===== src/rtl/uart_pkg.sv =====
// Shared UART definitions: FSM state encoding, parity modes and bit-period helpers.
// Used by the transmitter and its baud generator.
package uart_pkg;

    typedef enum logic [2:0] {
        ST_IDLE   = 3'd0,
        ST_START  = 3'd1,
        ST_DATA   = 3'd2,
        ST_PARITY = 3'd3,
        ST_STOP   = 3'd4
    } uart_state_e;

    localparam int PAR_NONE = 0;
    localparam int PAR_ODD  = 1;
    localparam int PAR_EVEN = 2;

    function automatic int clks_per_bit(input int clk_freq, input int baud);
        return clk_freq / baud;
    endfunction

    function automatic logic parity_bit(input logic [7:0] data, input int mode);
        return (mode == PAR_ODD) ? ~(^data) : (^data);
    endfunction

endpackage


===== src/rtl/uart_baud_gen.sv =====
// Bit-period timer: counts 0..CLKS_PER_BIT-1 and flags the last and second-to-last
// cycle of every bit period. A synchronous restart realigns the period to a new frame.
module uart_baud_gen
    import uart_pkg::*;
#(
    parameter int CLKS_PER_BIT = 86
) (
    input  logic clk,
    input  logic rst_n,
    input  logic restart,
    output logic bit_tick,
    output logic bit_pre
);

    localparam int CNT_W = (CLKS_PER_BIT > 2) ? $clog2(CLKS_PER_BIT) : 1;
    localparam logic [CNT_W-1:0] CNT_LAST = CNT_W'(CLKS_PER_BIT - 1);
    localparam logic [CNT_W-1:0] CNT_PRE  = CNT_W'(CLKS_PER_BIT - 2);

    logic [CNT_W-1:0] cnt_q;
    logic [CNT_W-1:0] cnt_d;

    always_comb begin
        cnt_d = cnt_q + 1'b1;
        if (restart || (cnt_q == CNT_LAST)) begin
            cnt_d = '0;
        end
    end

    always_ff @(posedge clk or negedge rst_n) begin
        if (!rst_n) begin
            cnt_q <= '0;
        end else begin
            cnt_q <= cnt_d;
        end
    end

    assign bit_tick = (cnt_q == CNT_LAST);
    assign bit_pre  = (cnt_q == CNT_PRE);

endmodule


===== src/rtl/uart_tx.sv =====
// UART transmitter: start bit, 8 data bits LSB first, optional parity, 1 or 2 stop bits.
// One byte per valid/ready handshake; back-to-back frames leave no idle time on the line.
//
//   state     | meaning
//   ----------+--------------------------------------------------------------
//   ST_IDLE   | line high, ready for a byte; also the final cycle of the stop bits
//   ST_START  | driving the start bit (0)
//   ST_DATA   | driving shift_q[0], bit_idx_q counts 0..7
//   ST_PARITY | driving the precomputed parity bit
//   ST_STOP   | driving stop bits (1), stop_idx_q selects first/second
module uart_tx
    import uart_pkg::*;
#(
    parameter int BAUDRATE  = 115200,
    parameter int CLK_FREQ  = 10000000,
    parameter int PARITY    = 0,
    parameter int STOP_BITS = 1
) (
    input  logic       clk,
    input  logic       rst_n,
    input  logic [7:0] in_data,
    input  logic       in_valid,
    output logic       in_ready,
    output logic       tx,
    output logic       busy,
    output logic       done
);

    localparam int CLKS_PER_BIT = clks_per_bit(CLK_FREQ, BAUDRATE);
    localparam logic STOP_LAST  = (STOP_BITS == 2);

    if (CLKS_PER_BIT < 2) begin : g_bad_cpb
        $error("uart_tx: CLK_FREQ/BAUDRATE must be at least 2");
    end
    if ((STOP_BITS != 1) && (STOP_BITS != 2)) begin : g_bad_stop
        $error("uart_tx: STOP_BITS must be 1 or 2");
    end
    if ((PARITY < 0) || (PARITY > 2)) begin : g_bad_parity
        $error("uart_tx: PARITY must be 0, 1 or 2");
    end

    uart_state_e state_q;
    logic [7:0]  shift_q;
    logic        par_q;
    logic [2:0]  bit_idx_q;
    logic        stop_idx_q;
    logic        tx_q;
    logic        done_q;

    logic        handshake;
    logic        bit_tick;
    logic        bit_pre;

    assign in_ready  = (state_q == ST_IDLE);
    assign busy      = ~in_ready;
    assign handshake = in_valid && in_ready;
    assign tx        = tx_q;
    assign done      = done_q;

    uart_baud_gen #(
        .CLKS_PER_BIT(CLKS_PER_BIT)
    ) u_baud_gen (
        .clk     (clk),
        .rst_n   (rst_n),
        .restart (handshake),
        .bit_tick(bit_tick),
        .bit_pre (bit_pre)
    );

    // The last stop bit hands its final cycle to IDLE so a waiting producer's
    // handshake lands exactly on the stop-bit boundary.
    always_ff @(posedge clk or negedge rst_n) begin
        if (!rst_n) begin
            state_q    <= ST_IDLE;
            shift_q    <= '0;
            par_q      <= 1'b0;
            bit_idx_q  <= '0;
            stop_idx_q <= 1'b0;
            tx_q       <= 1'b1;
            done_q     <= 1'b0;
        end else begin
            done_q <= 1'b0;
            unique case (state_q)
                ST_IDLE: begin
                    tx_q <= 1'b1;
                    if (in_valid) begin
                        shift_q    <= in_data;
                        par_q      <= parity_bit(in_data, PARITY);
                        bit_idx_q  <= '0;
                        stop_idx_q <= 1'b0;
                        tx_q       <= 1'b0;
                        state_q    <= ST_START;
                    end
                end
                ST_START: begin
                    if (bit_tick) begin
                        tx_q    <= shift_q[0];
                        state_q <= ST_DATA;
                    end
                end
                ST_DATA: begin
                    if (bit_tick) begin
                        shift_q <= {1'b0, shift_q[7:1]};
                        if (bit_idx_q == 3'd7) begin
                            if (PARITY != PAR_NONE) begin
                                tx_q    <= par_q;
                                state_q <= ST_PARITY;
                            end else begin
                                tx_q    <= 1'b1;
                                state_q <= ST_STOP;
                            end
                        end else begin
                            bit_idx_q <= bit_idx_q + 3'd1;
                            tx_q      <= shift_q[1];
                        end
                    end
                end
                ST_PARITY: begin
                    if (bit_tick) begin
                        tx_q    <= 1'b1;
                        state_q <= ST_STOP;
                    end
                end
                ST_STOP: begin
                    tx_q <= 1'b1;
                    if ((stop_idx_q == STOP_LAST) && bit_pre) begin
                        done_q  <= 1'b1;
                        state_q <= ST_IDLE;
                    end else if (bit_tick) begin
                        stop_idx_q <= 1'b1;
                    end
                end
                default: begin
                    tx_q    <= 1'b1;
                    state_q <= ST_IDLE;
                end
            endcase
        end
    end

endmodule


===== config.mk =====
export PLATFORM = sky130hd
export DESIGN_NAME = uart_tx
export DESIGN_NICKNAME = d
export VERILOG_FILES = /design/src/rtl/uart_pkg.sv /design/src/rtl/uart_baud_gen.sv /design/src/rtl/uart_tx.sv
export SDC_FILE = /design/constraint.sdc
export NUM_CORES = 1
export LEC_CHECK = 0
export ABC_CLOCK_PERIOD_IN_PS = 6600
export BUFFER_PORTS_ARGS = -buffer_cell sky130_fd_sc_hd__buf_4
export CAP_MARGIN = 40
export CORE_AREA = 2 2 55 83
export DETAILED_ROUTE_END_ITERATION = 10
export DIE_AREA = 0 0 57 85
export GPL_TIMING_DRIVEN = 0
export SYNTH_ARGS = -nofsm -noshare
export SYNTH_HDL_FRONTEND = slang
export SYNTH_HIERARCHICAL = 1
export SYNTH_SLANG_ARGS = --single-unit

===== constraint.sdc =====
create_clock -name clk -period 6.6 [get_ports clk]
set_clock_uncertainty 0.2 [all_clocks]
set_input_delay 0.33 -clock clk [delete_from_list [all_inputs] [get_ports clk]]
set_output_delay 0.33 -clock clk [all_outputs]
set_load 0.02 [all_outputs]

==> results of run 1 <==
## cell usage after synthesis, types with 2 or more instances
master,n
dfrtp_1,23
mux2_2,15
nor2_1,9
nand2_1,8
inv_1,7
o21ai_0,6
ha_1,5
a21oi_1,4
nand3_1,4
a22o_1,3
buf_2,3
nor4_1,3
or3_1,3
nor3_1,2
xor2_1,2
## stage by stage
stage	utilization [%]	setup WS (ns)	instance area [um^2]	std cells
after floorplan	-	4.465	1279	115
after global placement	34.85	4.270	1441	175
after detailed placement	34.85	4.258	1441	175
after CTS	36.81	4.230	1523	180
after global routing	36.81	4.107	1523	180
final	36.81	4.275	1523	180
## logic make-up after synthesis
group / Yosys count / synth area share (%)
XOR/XNOR: 3 / 2.055
buffers and inverters: 13 / 4.990
AND/OR/NAND/NOR: 35 / 14.87
flip-flops: 24 / 47.06
multiplexers: 15 / 13.21
AO/OA/AOI/OAI: 20 / 12.92
adder cells (fa/ha/maj): 5 / 4.892
## worst paths after layout
check / start / to / depth (start not counted)
max in group asynchronous: rst_n / tx$_DFFE_PN1P_ / 2
hold / removal: in_data[7] / shift_q[7]$_DFFE_PN0P_ / 3
setup / recovery: u_baud_gen/cnt_q[1]$_DFF_PN0_ / shift_q[2]$_DFFE_PN0P_ / 8
hold reg to reg: stop_idx_q$_DFFE_PN0P_ / done$_DFF_PN0_ / 1
min in group asynchronous: rst_n / u_baud_gen/cnt_q[2]$_DFF_PN0_ / 2
setup reg to reg: u_baud_gen/cnt_q[1]$_DFF_PN0_ / shift_q[2]$_DFFE_PN0P_ / 8
## registers in the layout, indices dropped and copies added (netlist names)
name	cells
bit_idx_q	3
tx	1
u_baud_gen/cnt_q	7
done	1
shift_q	8
state_q	3
stop_idx_q	1
## worst max-delay path: cells and delay by family, from the launching register on
| family | cells | cell delay (ns) |
|---|---|---|
| flip-flops | 1 | 0.40 |
| buffers and inverters | 2 | 0.29 |
| multiplexers | 1 | 0.39 |
| AND/OR/NAND/NOR | 3 | 0.38 |
| AO/OA/AOI/OAI | 1 | 0.43 |
| adder cells (fa/ha/maj) | 1 | 0.13 |
## layout make-up
class,count,area [um^2],area share (%)
timing repair buffer,15,115.1,7.560
clock inverter,1,30.03,1.972
inverter,7,26.28,1.726
tap,46,57.56,3.780
multi-input combinational,78,613.1,40.26
sequential,24,601.8,39.52
buffer,6,37.54,2.465
clock buffer,3,41.29,2.712
## layer usage
metal	vias to the layer above	part of all wire [%]
met2	17	50
met4	0	2.5
met5	-	0
li1	442	-
met1	448	44
met3	4	3.7
## where the power goes
group / internal, mW / switching (mW) / total, mW
Combinational: 0.0482 / 0.0492 / 0.0974
Sequential: 0.186 / 0.0272 / 0.213
Clock: 0.0812 / 0.0492 / 0.130
Total: 0.315 / 0.126 / 0.441
==> results_dict.tcl, run 1 <==
set metrics [dict create \
    fin_crit_ns 2.325 \
    gr-usage-met1_pct 12.96 \
    cts_resized 0 \
    track_usage_pct 11.27 \
    cap_violations 0 \
    cts_setup_buffers 0 \
    core_area_um2 4136 \
    final_max_slew_viol_count 0 \
    worst_pin_slew_ns 0.5085 \
    drtAntennaViolNets 0 \
    hold_path_class "input port to register" \
    crit_type "register to register" \
    antenna_cells 0 \
    io-pin-count 15 \
    status "complete, no violations" \
    drc 0 \
    crit_fanout 9 \
    cts_root_buffer "clkbuf_8" \
    holdBufCountCts 1 \
    synth-main-ff-cell "dfrtp_1" \
    grtUsageMet3_pct 1.982 \
    synth_top_area_share_pct 45.01 \
    critPathSlowestCell "a211oi_4" \
    clk_latency_ns 0.27 \
    die_y_um 85 \
    post-dp-hpwl_mm 1.720 \
    yosysTopAreaCell "dfrtp_1" \
    mostFrequentLayoutCells "dfrtp_1 (23), buf_4 (15), mux2_2 (15), nor2_1 (9), nand2_1 (8)" \
    hold_viol 0 \
    fillCellCount 432 \
    critPathLaunchType "register" \
    period_share_pct 35.23 \
    synthToLayoutAreaGrowth_pct 19.08 \
    initial_core_util_pct 30.91 \
    gp_congestion 0.7927 \
    cts_tree "built" \
    vias 911 \
    final_common_cell "dfrtp_1" \
    grt_pass1_vias 964 \
    tritoncts.num_buffers 3 \
    setup_viol 0 \
    routed_via_density 5.061 \
    grt_max_degree 25 \
    leakage_nw 0.6562 \
    antenna_found_initial 0 \
    ys_seq_area_share_pct 47.06 \
    num-nets-final 151 \
    clock_path_buffers 2 \
    drt-total-wl_mm 2.345 \
    async_flop_share_pct 100.0 \
    synthesis.nets 131 \
    use_met2_pct 19.33 \
    rrSetupSlack_ns 4.28 \
    h-tree-depth 1 \
    wire_per_inst_um 13.03 \
    top_usage_layer "met2" \
    power_density_nw_per_um2 289.3 \
    die-area_um2 4845 \
    postSynthCellCount 115 \
    clkSinkCount 24 \
    timing.hold.ws_ns 0.07577 \
    synth.area.top_cells "dfrtp_1 (45%), mux2_2 (13%), ha_1 (4.9%), nor2_1 (2.6%), o21ai_0 (2.3%)" \
    grt_overflow 0 \
    peakVddDrop_uv 169.0 \
    grt_pass1_wl_mm 4.284 \
    yosys.cell_types.count 33 \
    max_stage_delay_ns 0.43 \
    crit_chain "inv_1 -> ha_1 -> nand2_1 -> nor4_1 -> buf_4 -> nand2_2 -> a211oi_4 -> mux2_2" \
    max_freq_ghz 0.4301 \
    end_kind "register" \
    drive_above_1_share_pct 33.58 \
    cp.required_ns 6.57 \
    fp.dieW_um 57 \
    dr.first_iter.drc_count 41 \
    max_slew_margin_pct 65.98 \
    total_power_mw 0.4406 \
    avgSynthCellArea_um2 11.12 \
    synth_edf_count 0 \
    rows 29 \
    critPathArrivalTime_ns 2.29 \
    yosys_warnings 6 \
    io_buffer_count 14 \
    syn-cell-area_um2 1279 \
    rsz0062_at_grt "no" \
    ys_ff_latch 24 \
    tns_ns 0 \
    drtPass1Iterations 4 \
    clk_pin_slew_ns 0.09 \
]
Power figures use the tool's default switching activity.
==> run 2: changes to the inputs <==
ABC_CLOCK_PERIOD_IN_PS = 2220   (was 6600)
clock period = 2.22 ns   (was 6.6 ns; I/O delays follow)
==> run 2 against run 1 <==
Total power grew to 3.1 times the previous value; non-clock buffer count is 11 higher; register-to-register slack worse by 4.2 ns; maximum frequency is 9.8% higher; sequential share of layout area is 2.8 points lower; design area is 7.7% higher; via count is 4.7% higher; sequential power grew to 3.0 times the previous value; clock-buffer cell count stayed put; first-iteration DRC count is 22% lower; critical path type unchanged; largest power group unchanged; highest routed layer unchanged.
==> results_dict.tcl, run 2 (synthesized netlist as in run 1, its figures left out) <==
set metrics [dict create \
    status "complete, no violations" \
    hold_viol 0 \
    num-nets-final 162 \
    io_buffer_count 14 \
    final_max_slew_viol_count 0 \
    leakage_nw 0.7231 \
    clk_latency_ns 0.27 \
    met3_length_um 96 \
    drive_above_1_share_pct 35.86 \
    drc 0 \
    vias 954 \
    top_regs "shift_q (8), u_baud_gen/cnt_q (7)" \
    critPathArrivalTime_ns 2.08 \
    crit_fanout 7 \
    worst-path-buf-inv 3 \
    grt_pass1_vias 1022 \
    clk_pin_slew_ns 0.09 \
    drtPass1Iterations 4 \
    dp_slack_ns -0.1222 \
    track_usage_pct 11.89 \
    cts_root_buffer "clkbuf_8" \
    drtAntennaViolNets 0 \
    wl_met1_mm 1.059 \
    largest_register_ffs 8 \
    period_share_pct 95.36 \
    dr.first_iter.drc_count 32 \
    top_layer "met4" \
    crit_chain "inv_2 -> ha_1 -> nand2_2 -> nor4_2 -> buf_4 -> nand2_4 -> a211oi_4 -> buf_6 -> mux2_2" \
    max_slew_margin_pct 66.37 \
    antenna_found_initial 0 \
    die_y_um 85 \
    core_area_um2 4136 \
    max_freq_ghz 0.4724 \
    post-dp-hpwl_mm 1.720 \
    cpLargestDelayFamily "buffers and inverters" \
    grt_max_degree 25 \
    rows 29 \
    tritoncts.num_buffers 3 \
    wire_per_inst_um 12.94 \
    fin_crit_ns 2.117 \
    critPathSlowestCell "dfrtp_1" \
    timing.hold.ws_ns 0.0008368 \
    die-area_um2 4845 \
    initial_core_util_pct 30.91 \
    io-pin-count 15 \
    routed_via_density 4.995 \
    grt_overflow 0 \
    drt-total-wl_mm 2.472 \
    synthToLayoutAreaGrowth_pct 28.28 \
    clock_path_buffers 2 \
    h-tree-depth 1 \
    layout_setup_ws_ns 0.1030 \
    clkSinkCount 24 \
    power_density_nw_per_um2 819.6 \
    grt_pass1_wl_mm 4.554 \
    max_stage_delay_ns 0.41 \
    mostFrequentLayoutCells "dfrtp_1 (23), buf_4 (18), mux2_2 (15), nor2_1 (9), dlygate4sd3_1 (8)" \
    top_register "shift_q" \
    cp.required_ns 2.19 \
    final_common_cell "dfrtp_1" \
    antenna_cells 0 \
    fp.dieW_um 57 \
    end_kind "register" \
    peakVddDrop_uv 531.6 \
    met2_wirelength_mm 1.257 \
    hold_path_class "input port to register" \
    cap_violations 0 \
    cts_tree "built" \
    setup_viol 0 \
    crit_type "register to register" \
    worst_pin_slew_ns 0.5027 \
    gp_congestion 0.7927 \
    critPathLaunchType "register" \
]
run 2: cell count changes in the layout (fill, tap and decap cells not counted), sizes merged:
cell / change
buf: +4
dlygate4sd3: +7
run 2: what timing repair did:
| item | in CTS | in global routing |
|---|---|---|
| setup buffers | 3 | 1 |
| resized for setup | 0 | 5 |
| endpoints found under the hold margin | 32 | 0 |
| endpoints found under the setup margin | 7 | 9 |
| hold buffers | 8 | 0 |
| pin swaps | 1 | 0 |
run 2: tightest hold or removal path: cells and delay by family:
family	cells	cell delay (ns)
muxes	2	0.26
buffers and inverters	1	0.07
run 2: area by class of cell:
| cell class | instances | area (um^2) |
|---|---|---|
| Sequential cell | 24 | 601.8 |
| Clock buffer | 3 | 41.29 |
| Timing Repair Buffer | 26 | 219.0 |
| Multi-Input combinational cell | 78 | 626.9 |
| Tap cell | 46 | 57.56 |
| Buffer | 6 | 37.54 |
| Inverter | 7 | 26.28 |
| Fill cell | 423 | 2496 |
| Clock inverter | 1 | 30.03 |
run 2: stage by stage:
stage	power [mW]	instances	setup TNS, ns	area (um^2)	utilization [%]
6_report	1.344	191	0	1640	39.66
4_1_cts	1.343	190	0	1615	39.05
2_1_floorplan	0.8417	115	0	1279	-
3_5_place_dp	0.9369	175	-0.7991	1441	34.85
5_1_grt	1.437	191	-0.1361	1640	39.66
3_3_place_gp	0.9207	175	-0.7519	1441	34.85
run 2: worst paths after layout:
| check | start | to | slack, ns | cells past startpoint |
|---|---|---|---|---|
| setup / recovery | u_baud_gen/cnt_q[1]$_DFF_PN0_ | shift_q[5]$_DFFE_PN0P_ | 0.10 | 9 |
| hold / removal | in_data[3] | shift_q[3]$_DFFE_PN0P_ | 0.0008 | 3 |
| setup reg to reg | u_baud_gen/cnt_q[1]$_DFF_PN0_ | shift_q[5]$_DFFE_PN0P_ | 0.10 | 9 |
| hold reg to reg | stop_idx_q$_DFFE_PN0P_ | done$_DFF_PN0_ | 0.29 | 1 |
| max in group asynchronous | rst_n | tx$_DFFE_PN1P_ | 1.45 | 2 |
| min in group asynchronous | rst_n | u_baud_gen/cnt_q[2]$_DFF_PN0_ | 0.07 | 2 |
run 2: power breakdown:
group          total [mW]  internal, mW  switching [mW]  leakage (nW)
logic               0.323         0.166           0.157         0.386
clock network       0.386         0.241           0.145        0.0357
registers           0.635         0.552          0.0833         0.301
total                1.34         0.960           0.385         0.723
run 2: layer usage:
layer	vias to the layer above	GRT usage, %
li1	462	-
met1	467	13.82
met3	4	1.829
met2	21	20.59
met5	-	0
met4	0	6.342
